<file path="config.mk">
export PLATFORM = sky130hd
export DESIGN_NAME = scan_port_arbiter
export DESIGN_NICKNAME = d
export VERILOG_FILES = /design/src/rtl/scan_port_arbiter.sv
export SDC_FILE = /design/constraint.sdc
export NUM_CORES = 1
export LEC_CHECK = 0
export CORE_MARGIN = 2
export CORE_UTILIZATION = 30
export CTS_CLUSTER_SIZE = 30
export DETAILED_ROUTE_END_ITERATION = 8
export PLACE_DENSITY = 0.69
export SLEW_MARGIN = 10
export SYNTH_ARGS = -nofsm -noshare
export SYNTH_HDL_FRONTEND = slang
export SYNTH_SLANG_ARGS = --single-unit
</file>
<file path="constraint.sdc">
create_clock -name sys_clk -period 6.3 [get_ports sys_clk]
set_clock_uncertainty 0.05 [all_clocks]
set_input_delay 1.26 -clock sys_clk [delete_from_list [all_inputs] [get_ports sys_clk]]
set_output_delay 1.26 -clock sys_clk [all_outputs]
set_load 0.02 [all_outputs]
</file>
<file path="src/rtl/scan_port_arbiter.sv">
// scan_port_arbiter: LOAD/ANALYZE/ARM/RUN phase controller, BRAM port steering and scan-generator output arbiter.
// Optional RUN-phase watchdog enabled by defining SCAN_WATCHDOG_EN.
module scan_port_arbiter #(
  parameter int NUM_GEN         = 2,
  parameter int ADDR_W          = 14,
  parameter int DOUT_W          = 16,
  parameter int DAC_W           = 14,
  parameter int WR_DONE_CYCLES  = 10000,
  parameter int IDLE_CODE       = 8192,
  parameter int WATCHDOG_CYCLES = 2**24
) (
  input  logic                      sys_clk,
  input  logic                      sys_rst_n,
  input  logic                      recv_done,
  input  logic [ADDR_W-1:0]         wr_addr,
  input  logic [ADDR_W-1:0]         frame_addr,
  input  logic                      frame_rdy,
  input  logic [NUM_GEN-1:0]        gen_req,
  input  logic [NUM_GEN-1:0]        gen_done,
  input  logic [NUM_GEN*ADDR_W-1:0] gen_addr_a,
  input  logic [NUM_GEN*ADDR_W-1:0] gen_addr_b,
  input  logic [NUM_GEN*DAC_W-1:0]  gen_data_a,
  input  logic [NUM_GEN*DAC_W-1:0]  gen_data_b,
  input  logic [NUM_GEN-1:0]        gen_acq,
  input  logic [NUM_GEN-1:0]        gen_ccd,
  input  logic [DOUT_W-1:0]         ram_douta,
  input  logic [DOUT_W-1:0]         ram_doutb,
  output logic                      ram_we,
  output logic [ADDR_W-1:0]         ram_addra,
  output logic [ADDR_W-1:0]         ram_addrb,
  output logic [DOUT_W-1:0]         frame_data,
  output logic [DOUT_W-1:0]         gen_rd_a,
  output logic [DOUT_W-1:0]         gen_rd_b,
  output logic [NUM_GEN-1:0]        gen_grant,
  output logic                      gen_kill,
  output logic [DAC_W-1:0]          DataA,
  output logic [DAC_W-1:0]          DataB,
  output logic                      acq,
  output logic                      lvds_ccd_p,
  output logic                      lvds_ccd_n,
  output logic                      proc_finished,
  output logic [2:0]                phase,
  output logic                      watchdog_err
);
  typedef enum logic [2:0] {IDLE, LOAD, ANALYZE, ARM, RUN, DONE} phase_t;
  localparam int CW = $clog2(WR_DONE_CYCLES + 1);
  localparam logic [DAC_W-1:0] IDLE_DAC = DAC_W'(IDLE_CODE);
  if (NUM_GEN < 1 || NUM_GEN > 8 || WR_DONE_CYCLES < 2 || WATCHDOG_CYCLES < 2) begin : g_param_check
    $error("scan_port_arbiter: parameter out of range");
  end
  phase_t             st;
  logic [CW-1:0]      quiet_cnt;
  logic [ADDR_W-1:0]  sel_addr_a, sel_addr_b;
  logic [DAC_W-1:0]   sel_data_a, sel_data_b;
  logic               sel_acq, sel_ccd;
  logic [NUM_GEN-1:0] req_oh;
  logic               wd_hit, abort, done_hit;
  assign phase = st;
  always_comb begin
    sel_addr_a = '0;
    sel_addr_b = '0;
    sel_data_a = '0;
    sel_data_b = '0;
    sel_acq    = 1'b0;
    sel_ccd    = 1'b0;
    for (int i = 0; i < NUM_GEN; i++)
      if (gen_grant[i]) begin
        sel_addr_a = gen_addr_a[i*ADDR_W +: ADDR_W];
        sel_addr_b = gen_addr_b[i*ADDR_W +: ADDR_W];
        sel_data_a = gen_data_a[i*DAC_W +: DAC_W];
        sel_data_b = gen_data_b[i*DAC_W +: DAC_W];
        sel_acq    = gen_acq[i];
        sel_ccd    = gen_ccd[i];
      end
  end
  // two's-complement trick isolates the lowest set request bit
  assign req_oh    = gen_req & (~gen_req + NUM_GEN'(1));
  assign done_hit  = |(gen_done & gen_grant);
  assign abort     = (recv_done && st inside {ANALYZE, ARM, RUN, DONE}) || wd_hit;
  assign ram_we    = st == IDLE || st == LOAD;
  assign ram_addra = ram_we ? wr_addr : (st == RUN ? sel_addr_a : frame_addr);
  assign ram_addrb = st == RUN ? sel_addr_b : '0;
`ifdef SCAN_WATCHDOG_EN
  localparam int WW = $clog2(WATCHDOG_CYCLES + 1);
  logic [WW-1:0] wd_cnt;
  assign wd_hit = st == RUN && wd_cnt == WW'(WATCHDOG_CYCLES - 1);
  always_ff @(posedge sys_clk) begin
    if (!sys_rst_n) begin
      wd_cnt       <= '0;
      watchdog_err <= 1'b0;
    end else begin
      wd_cnt       <= st == RUN ? wd_cnt + 1'b1 : '0;
      watchdog_err <= recv_done ? 1'b0 : (wd_hit ? 1'b1 : watchdog_err);
    end
  end
`else
  assign wd_hit       = 1'b0;
  assign watchdog_err = 1'b0;
`endif
  always_ff @(posedge sys_clk) begin
    if (!sys_rst_n) begin
      st            <= IDLE;
      quiet_cnt     <= '0;
      gen_grant     <= '0;
      gen_kill      <= 1'b0;
      proc_finished <= 1'b0;
      frame_data    <= '0;
      gen_rd_a      <= '0;
      gen_rd_b      <= '0;
      DataA         <= IDLE_DAC;
      DataB         <= IDLE_DAC;
      acq           <= 1'b0;
      lvds_ccd_p    <= 1'b0;
      lvds_ccd_n    <= 1'b1;
    end else begin
      gen_kill      <= 1'b0;
      proc_finished <= 1'b0;
      DataA         <= IDLE_DAC;
      DataB         <= IDLE_DAC;
      acq           <= 1'b0;
      lvds_ccd_p    <= 1'b0;
      lvds_ccd_n    <= 1'b1;
      if (abort) begin
        st        <= LOAD;
        quiet_cnt <= '0;
        gen_kill  <= 1'b1;
        gen_grant <= '0;
      end else begin
        case (st)
          IDLE: if (recv_done) begin
            st        <= LOAD;
            quiet_cnt <= '0;
          end
          LOAD: begin
            if (recv_done) quiet_cnt <= '0;
            else if (quiet_cnt == CW'(WR_DONE_CYCLES - 1)) st <= ANALYZE;
            else quiet_cnt <= quiet_cnt + 1'b1;
          end
          ANALYZE: begin
            frame_data <= ram_douta;
            if (frame_rdy) st <= ARM;
          end
          ARM: if (|gen_req) begin
            gen_grant <= req_oh;
            st        <= RUN;
          end
          RUN: begin
            gen_rd_a <= ram_douta;
            gen_rd_b <= ram_doutb;
            if (done_hit) begin
              st            <= DONE;
              proc_finished <= 1'b1;
              gen_grant     <= '0;
            end else begin
              DataA      <= sel_data_a;
              DataB      <= sel_data_b;
              acq        <= sel_acq;
              lvds_ccd_p <= sel_ccd;
              lvds_ccd_n <= ~sel_ccd;
            end
          end
          DONE:    st <= IDLE;
          default: st <= IDLE;
        endcase
      end
    end
  end
endmodule
</file>
==> results.tsv, run 1 <==
stage	metric	value	unit
critical_path	CP max stage cell	nor2_1	
critical_path	length in cells of the worst reg-to-reg path	5	
power_and_ir_drop	PD cells	171	nW/µm²
routing	routed length per placed instance	17.3	µm
routing	initial detailed-routing violation count	224	
critical_path	highest net fanout along the worst path	21	
floorplan	floorplan die height	125	µm
power_and_ir_drop	Switching Share	21.6	%
logic_synthesis	most common cell in the netlist	nand2_1	
min_path	endpoint with the worst hold slack	gen_rd_a[7]	
critical_path	register-to-register setup slack	3.49	ns
global_routing	aggregate global-route resource usage	21.9	%
flow_run	Max-cap violations	0	
timing	total setup violations reported at the end of the flow	0	
cells_and_area	count of nets after finishing	1005	
clocking	count of hold buffers inserted by post-cts repair	0	
critical_path	worst endpoint required time	4.99	ns
global_routing	initial antenna violation count	1	
logic_synthesis	synth cell count leaders	116 x nand2_1, 100 x dfxtp_1, 71 x a22oi_1	
clocking	clock tree from TritonCTS	yes	
timing	achievable clock frequency	203	MHz
power_and_ir_drop	proportion of power drawn by flip-flops and latches	48.0	%
place	Placed Cells	993	
critical_path	type of element launching the critical path	register	
run_status	run status	completed	
critical_path	Buffers & Inverters on Critical Path	2	
floorplan	effective utilization at floorplan	30.3	%
global_routing	maximum number of pins on one net before global-route repair	62	
cells_and_area	sequential cell area	2000	µm²
clocking	clock transition at the registers of the reported paths	0.06	ns
critical_path	CP Capture Type	output port	
logic_synthesis	Synthesized Nets	733	
floorplan	x dimension of the die	125	µm
cells_and_area	area of the multi-input gates	2170	µm²
floorplan	Core Footprint	14400	µm²
critical_path	endpoint of the lowest-slack register-to-register path	quiet_cnt[8]	
timing	normalized max-slew margin	14.1	%
routing	count of antenna-violating nets left after detailed routing	0	
logic_synthesis	library cells used by synthesis	50	
logic_synthesis	netlist area before placement	4360	µm²
logic_synthesis	Mapped Avg Cell Area	7.95	µm²
logic_synthesis	most instantiated flip-flop cell in the synthesis netlist	dfxtp_1	
place	placed instance area	7460	µm²
cells_and_area	final non-filler cell area	7740	µm²
timing	unrepaired setup endpoints after global routing	false	
logic_synthesis	top cell type by total area after synthesis	dfxtp_1	
place	number of buffer cells added on primary ports	298	
global_routing	global-route wire length before repair	26900	µm
critical_path	cells traversed along the worst timing path	or2_4, inv_1, nor2_1, a22oi_1, o21ai_0, clkdlybuf4s50_1	
power_and_ir_drop	Static Leakage	2.48	nW
clocking	Clock Path Buffers	2	
logic_synthesis	Post-Synthesis Cells	548	
clocking	Post-CTS Setup Inserts	0	
power_and_ir_drop	clock power share	39.7	%
routing	number of optimization iterations in the first detailed-route pass	4	
timing	Slew Limit Fails	0	
logic_synthesis	warning count from the yosys run	0	
routing	DRC violation count after routing	0	
power_and_ir_drop	switching pwr	0.286	mW
logic_synthesis	number of synthesized flops with an enable pin	0	
floorplan	number of top-level pins	300	
cells_and_area	post-route non-filler standard cell count	1009	
cells_and_area	layout overhead on the synthesized area	77.5	%
cells_and_area	layout cell share with drive strength beyond 1	3.76	%
critical_path	CP top delay family	simple AND/OR/NAND/NOR gates	
routing	routed via count divided by cell count	5.06	
global_routing	aggregate global routing overflow	0	
logic_synthesis	top cell type's share of synthesized area	45.9	%
min_path	Cells on Worst Hold Path	2	
critical_path	slowest stage delay, CP	1.11	ns
min_path	Worst Hold Class	reg -> reg	
logic_synthesis	share of synthesized area occupied by flip-flops and latches	45.9	%
timing	Total Neg Setup Slack	0	ns
logic_synthesis	FFs w/ async S/R, synth	0	%
logic_synthesis	post-synthesis register bit count	100	
floorplan	die footprint	15500	µm²
min_path	hold path startpoint	gen_rd_a[7]	
critical_path	reg-to-reg critical path startpoint	phase[1]	
power_and_ir_drop	worst IR drop on VDD	0.123	mV
routing	vias post-DR	5102	
timing	final-report hold violation count	0	
place	placer congestion estimate	0.901	
global_routing	number of global-route vias before repair	5069	
timing	Post-Route Hold Slack	0.404	ns
timing	ratio of final minimum period to clock period	78.0	%
clocking	cts bufs inserted	9	
power_and_ir_drop	combinational cell fraction of total power	12.3	%
floorplan	# rows	44	
power_and_ir_drop	Cell Int Power	1.04	mW
place	worst slack after detailed placement	1.82	ns
place	post-detailed-placement half-perimeter wirelength	13300	µm
clocking	clock sinks	100	
critical_path	WP data arrival	3.60	ns
cells_and_area	filler cell count in the final layout	1312	
routing	total wirelength of the detailed-routed design	17500	µm
timing	measured slew at the worst slew-check pin	1.28	ns
timing	post-route worst setup slack	1.39	ns
clocking	total number of H-tree levels	3	
clocking	number of gates resized after CTS	0	
logic_synthesis	most area-consuming cells after synthesis	dfxtp_1 46%, a22oi_1 12%, nand2_1 10%	
critical_path	Worst Path Class, Setup	reg -> out	
timing	fin crit period	4.91	ns
clocking	library cell used as clock root buffer	clkbuf_16	
clocking	clock latency on the worst-skew pair	0.35	ns
-- placed cells by master (no fill, tap or decap), types with 3 or more instances in the layout --
master / n
dfxtp_1: 99
nand2b_1: 4
nor3_1: 3
clkbuf_16: 9
or3_1: 5
o22ai_1: 3
or4_1: 6
nand4_1: 3
a22oi_1: 71
nor2_1: 50
nand3_1: 4
inv_1: 4
clkdlybuf4s50_1: 298
a21oi_1: 60
nand2_1: 116
buf_4: 7
nor3b_1: 3
mux2i_1: 3
o31ai_1: 6
o21ai_0: 20
-- registers in the layout (all words and copies together) (netlist names) --
| signal | cells |
|---|---|
| DataA | 14 |
| DataB | 14 |
| acq | 1 |
| frame_data | 16 |
| gen_grant | 2 |
| gen_kill | 1 |
| gen_rd_a | 16 |
| gen_rd_b | 16 |
| lvds_ccd_n | 1 |
| lvds_ccd_p | 1 |
| phase | 3 |
| proc_finished | 1 |
| quiet_cnt | 14 |
-- cell type report --
| type | instances | area share [%] |
|---|---|---|
| clock inverter | 3 | 0.275 |
| clock buffer | 12 | 3.32 |
| inverter | 5 | 0.243 |
| timing repair buffer | 305 | 39.2 |
| tap | 184 | 2.98 |
| sequential | 100 | 25.9 |
| multi-input combinational | 399 | 28.0 |
| antenna | 1 | 0.0323 |
-- how the worst max path moves through the flow --
stage              from       endpoint  slack, ns  cells after the start
2_1_floorplan  phase[1]  ram_addra[10]       3.03                      7
3_3_place_gp   phase[1]  ram_addra[10]       1.88                      6
3_5_place_dp   phase[2]  ram_addra[10]       1.82                      6
4_1_cts        phase[2]  ram_addra[10]       1.40                      6
5_1_grt        phase[2]  ram_addra[10]       1.16                      6
6_report       phase[2]  ram_addra[10]       1.39                      6
-- cells by family (layout without fill, tap and decap cells) --
group / count (synthesis) / in the layout / synth area share [%]
muxes: 3 / 3 / 0.689
buffers and inverters: 49 / 325 / 4.53
AOI/OAI and AO/OA: 173 / 173 / 25.3
and+or+nand+nor: 220 / 220 / 22.9
DFF: 100 / 100 / 45.9
other: 1 / 2 / 0.0860
xor gates and xnor gates: 1 / 1 / 0.201
adders and majority gates: 1 / 1 / 0.287
-- worst register-to-register path, delay by kind of cell (launching register included) --
family,cells,cell delay [ns]
buffers and inverters,1,0.61
AOI/OAI and AO/OA,1,0.15
DFF,1,0.42
and+or+nand+nor,3,1.52
-- routing by layer --
| metal | share of wire, % | wire length [µm] | global-route usage, % |
|---|---|---|---|
| met5 | 0 | 0 | 0 |
| met3 | 7.7 | 1350 | 8.08 |
| met2 | 52 | 9050 | 39.3 |
| met4 | 1.9 | 325 | 6.68 |
| met1 | 39 | 6760 | 23.9 |
-- stage by stage --
step | power, mW | util [%]
floorplan | 0.677 | -
global placement | 0.809 | 51.9
detailed placement | 0.811 | 51.9
CTS | 1.34 | 53.8
global route | 1.37 | 53.8
finish | 1.32 | 53.8
-- power by group through the flow --
stage / Clock [mW] / Sequential (mW) / Combinational [mW]
final: 0.525 / 0.635 / 0.162
after global routing: 0.566 / 0.635 / 0.172
after floorplan: 0 / 0.649 / 0.0279
after CTS: 0.542 / 0.635 / 0.163
after detailed placement: 0 / 0.649 / 0.162
after global placement: 0 / 0.649 / 0.159
(Power assumes the default switching activity.)
==> run 2, diff against run 1 <==
PLACE_DENSITY = 0.72   (was 0.69)
clock period = 4.1 ns   (was 6.3 ns; I/O delays follow)
==> run 2 against run 1 <==
Combinational power up 55%; clock power up 74%; sequential power up 54%; worst setup slack worse by 1.0 ns; sequential share of layout area down 0.31 points; core utilization up 0.66 points; power up 62%; non-clock buffer count up 7; via count down 0.29%; wire length up 0.60%.
==> results.tsv, run 2 (synthesis results as in run 1) <==
stage	metric	value	unit	change
routing	met1 wire length	6970	µm	was 6760 µm
routing	WL met3	1350	µm	about the same
floorplan	x dimension of the die	125	µm	unchanged
routing	routed via count divided by cell count	5.01		was 5.06
timing	total setup violations reported at the end of the flow	0		unchanged
power_and_ir_drop	worst IR drop on VDD	0.180	mV	was 0.123 mV
place	placed instance area	7510	µm²	was 7460 µm²
floorplan	# rows	44		unchanged
critical_path	endpoint of the lowest-slack register-to-register path	DataB[13]		was quiet_cnt[8]
critical_path	slowest stage delay, CP	0.82	ns	was 1.11 ns
floorplan	floorplan die height	125	µm	unchanged
clocking	count of hold buffers inserted by post-cts repair	0		unchanged
routing	top routing layer in use	met4		unchanged
critical_path	WP depth	6		unchanged
place	Placed Cells	1000		was 993
cells_and_area	most common cell after layout, fill and taps aside	clkdlybuf4s50_1		unchanged
timing	normalized max-slew margin	26.0	%	was 14.1%
run_status	run status	completed		unchanged
place	placer congestion estimate	0.843		was 0.901
critical_path	first element of the critical path	phase[2]		unchanged
critical_path	WP data arrival	2.89	ns	was 3.60 ns
timing	Slew Limit Fails	0		unchanged
clocking	library cell used as clock root buffer	clkbuf_16		unchanged
floorplan	number of top-level pins	300		unchanged
critical_path	Buffers & Inverters on Critical Path	2		unchanged
critical_path	cells traversed along the worst timing path	or2_4, inv_1, nor2_1, a22oi_1, o21ai_0, clkdlybuf4s50_1		unchanged
floorplan	effective utilization at floorplan	30.3	%	unchanged
global_routing	maximum number of pins on one net before global-route repair	62		unchanged
cells_and_area	final non-filler cell area	7830	µm²	was 7740 µm²
clocking	total number of H-tree levels	3		unchanged
clocking	clock sinks	100		unchanged
timing	ratio of final minimum period to clock period	91.7	%	
flow_run	Max-cap violations	0		unchanged
cells_and_area	filler cell count in the final layout	1313		was 1312
critical_path	length in cells of the worst reg-to-reg path	4		was 5
critical_path	register-to-register setup slack	1.72	ns	was 3.49 ns
critical_path	CP Capture Type	output port		unchanged
routing	routed length per placed instance	17.3	µm	about the same
timing	achievable clock frequency	266	MHz	
clocking	number of gates resized after CTS	0		unchanged
timing	measured slew at the worst slew-check pin	1.11	ns	was 1.28 ns
critical_path	worst endpoint required time	3.23	ns	was 4.99 ns
global_routing	aggregate global-route resource usage	22.6	%	was 21.9%
clocking	clock tree from TritonCTS	yes		unchanged
cells_and_area	number of diodes	0		was 1
timing	Total Neg Setup Slack	0	ns	unchanged
timing	fin crit period	3.76	ns	
floorplan	die footprint	15500	µm²	unchanged
critical_path	CP top delay family	simple AND/OR/NAND/NOR gates		unchanged
cells_and_area	layout cell share with drive strength beyond 1	4.69	%	was 3.76%
routing	met2 layer wire length in the routed design	8980	µm	was 9050 µm
timing	unrepaired setup endpoints after global routing	false		unchanged
cells_and_area	layout overhead on the synthesized area	79.7	%	was 77.5%
power_and_ir_drop	Static Leakage	2.54	nW	was 2.48 nW
place	post-detailed-placement half-perimeter wirelength	13200	µm	was 13300 µm
cells_and_area	count of nets after finishing	1012		was 1005
clocking	clock latency on the worst-skew pair	0.35	ns	about the same
power_and_ir_drop	PD cells	273	nW/µm²	was 171 nW/µm²
global_routing	number of global-route vias before repair	5059		was 5069
critical_path	CP max stage cell	nor2_1		unchanged
critical_path	type of element launching the critical path	register		unchanged
routing	total wirelength of the detailed-routed design	17600	µm	was 17500 µm
critical_path	highest net fanout along the worst path	14		was 21
clocking	Clock Path Buffers	2		unchanged
cells_and_area	post-route non-filler standard cell count	1016		was 1009
place	number of buffer cells added on primary ports	298		unchanged
global_routing	global-route wire length before repair	27700	µm	was 26900 µm
critical_path	reg-to-reg critical path startpoint	gen_grant[1]		was phase[1]
critical_path	Worst Path Class, Setup	reg -> out		unchanged
min_path	Worst Hold Class	reg -> reg		unchanged
routing	DRC violation count after routing	0		unchanged
clocking	Post-CTS Setup Inserts	0		unchanged
critical_path	crit path capture	ram_addra[1]		was ram_addra[10]
clocking	cts bufs inserted	9		unchanged
cells_and_area	largest registers	frame_data x16, gen_rd_a x16, gen_rd_b x16		unchanged
routing	vias post-DR	5087		was 5102
timing	Post-Route Hold Slack	0.403	ns	was 0.404 ns
cells_and_area	commonest non-fill, non-tap cells in the layout	298 x clkdlybuf4s50_1, 116 x nand2_1, 99 x dfxtp_1, 71 x a22oi_1, 60 x a21oi_1		unchanged
timing	final-report hold violation count	0		unchanged
routing	number of optimization iterations in the first detailed-route pass	4		unchanged
global_routing	aggregate global routing overflow	0		unchanged
global_routing	initial antenna violation count	0		was 1
routing	count of antenna-violating nets left after detailed routing	0		unchanged
routing	initial detailed-routing violation count	309		was 224
floorplan	Core Footprint	14400	µm²	unchanged
clocking	clock transition at the registers of the reported paths	0.07	ns	was 0.06 ns
## run 2: worst min-delay path by stage
stage,start,endpoint,slack [ns],cells past startpoint
after floorplan,quiet_cnt[13],quiet_cnt[13],0.40,2
after global placement,gen_rd_b[3],gen_rd_b[3],0.39,2
after detailed placement,gen_rd_b[0],gen_rd_b[0],0.40,2
after CTS,gen_rd_b[11],gen_rd_b[11],0.40,2
after global routing,frame_data[3],frame_data[3],0.42,2
final,gen_rd_b[4],gen_rd_b[4],0.40,2
## run 2: power breakdown
part	switching (mW)	leakage (nW)	total, mW	internal (mW)
sequential	0.00308	0.806	0.975	0.972
combinational	0.0723	1.57	0.251	0.178
clock	0.371	0.160	0.914	0.543
total	0.446	2.54	2.14	1.69
## run 2: worst register-to-register path: cells and delay by family (launching register included)
kind | cells | cell delay (ns)
compound gates | 2 | 0.98
buf+inv | 1 | 0.31
flops | 1 | 0.33
simple gates | 1 | 0.59
## run 2: area by class of cell
type                            instances  area [µm²]  area share [%]
Timing Repair Buffer                  312        3090            39.4
Multi-Input combinational cell        399        2170            27.7
Sequential cell                       100        2000            25.6
Clock buffer                           14         284            3.63
Tap cell                              184         230            2.94
Clock inverter                          2        38.8           0.495
Inverter                                5        18.8           0.240
## run 2: per-stage QoR
stage	setup WS, ns	total power, mW	utilization, %
2_1_floorplan	1.27	1.04	-
3_3_place_gp	0.751	1.25	52.3
3_5_place_dp	0.735	1.25	52.3
4_1_cts	0.347	2.16	54.5
5_1_grt	0.117	2.23	54.5
6_report	0.341	2.14	54.5
## run 2: per-layer routing
| metal | vias to the layer above | GRT usage [%] |
|---|---|---|
| met5 | - | 0 |
| met2 | 187 | 40.1 |
| met3 | 23 | 7.69 |
| met1 | 2373 | 25.8 |
| met4 | 0 | 6.01 |
| li1 | 2504 | - |
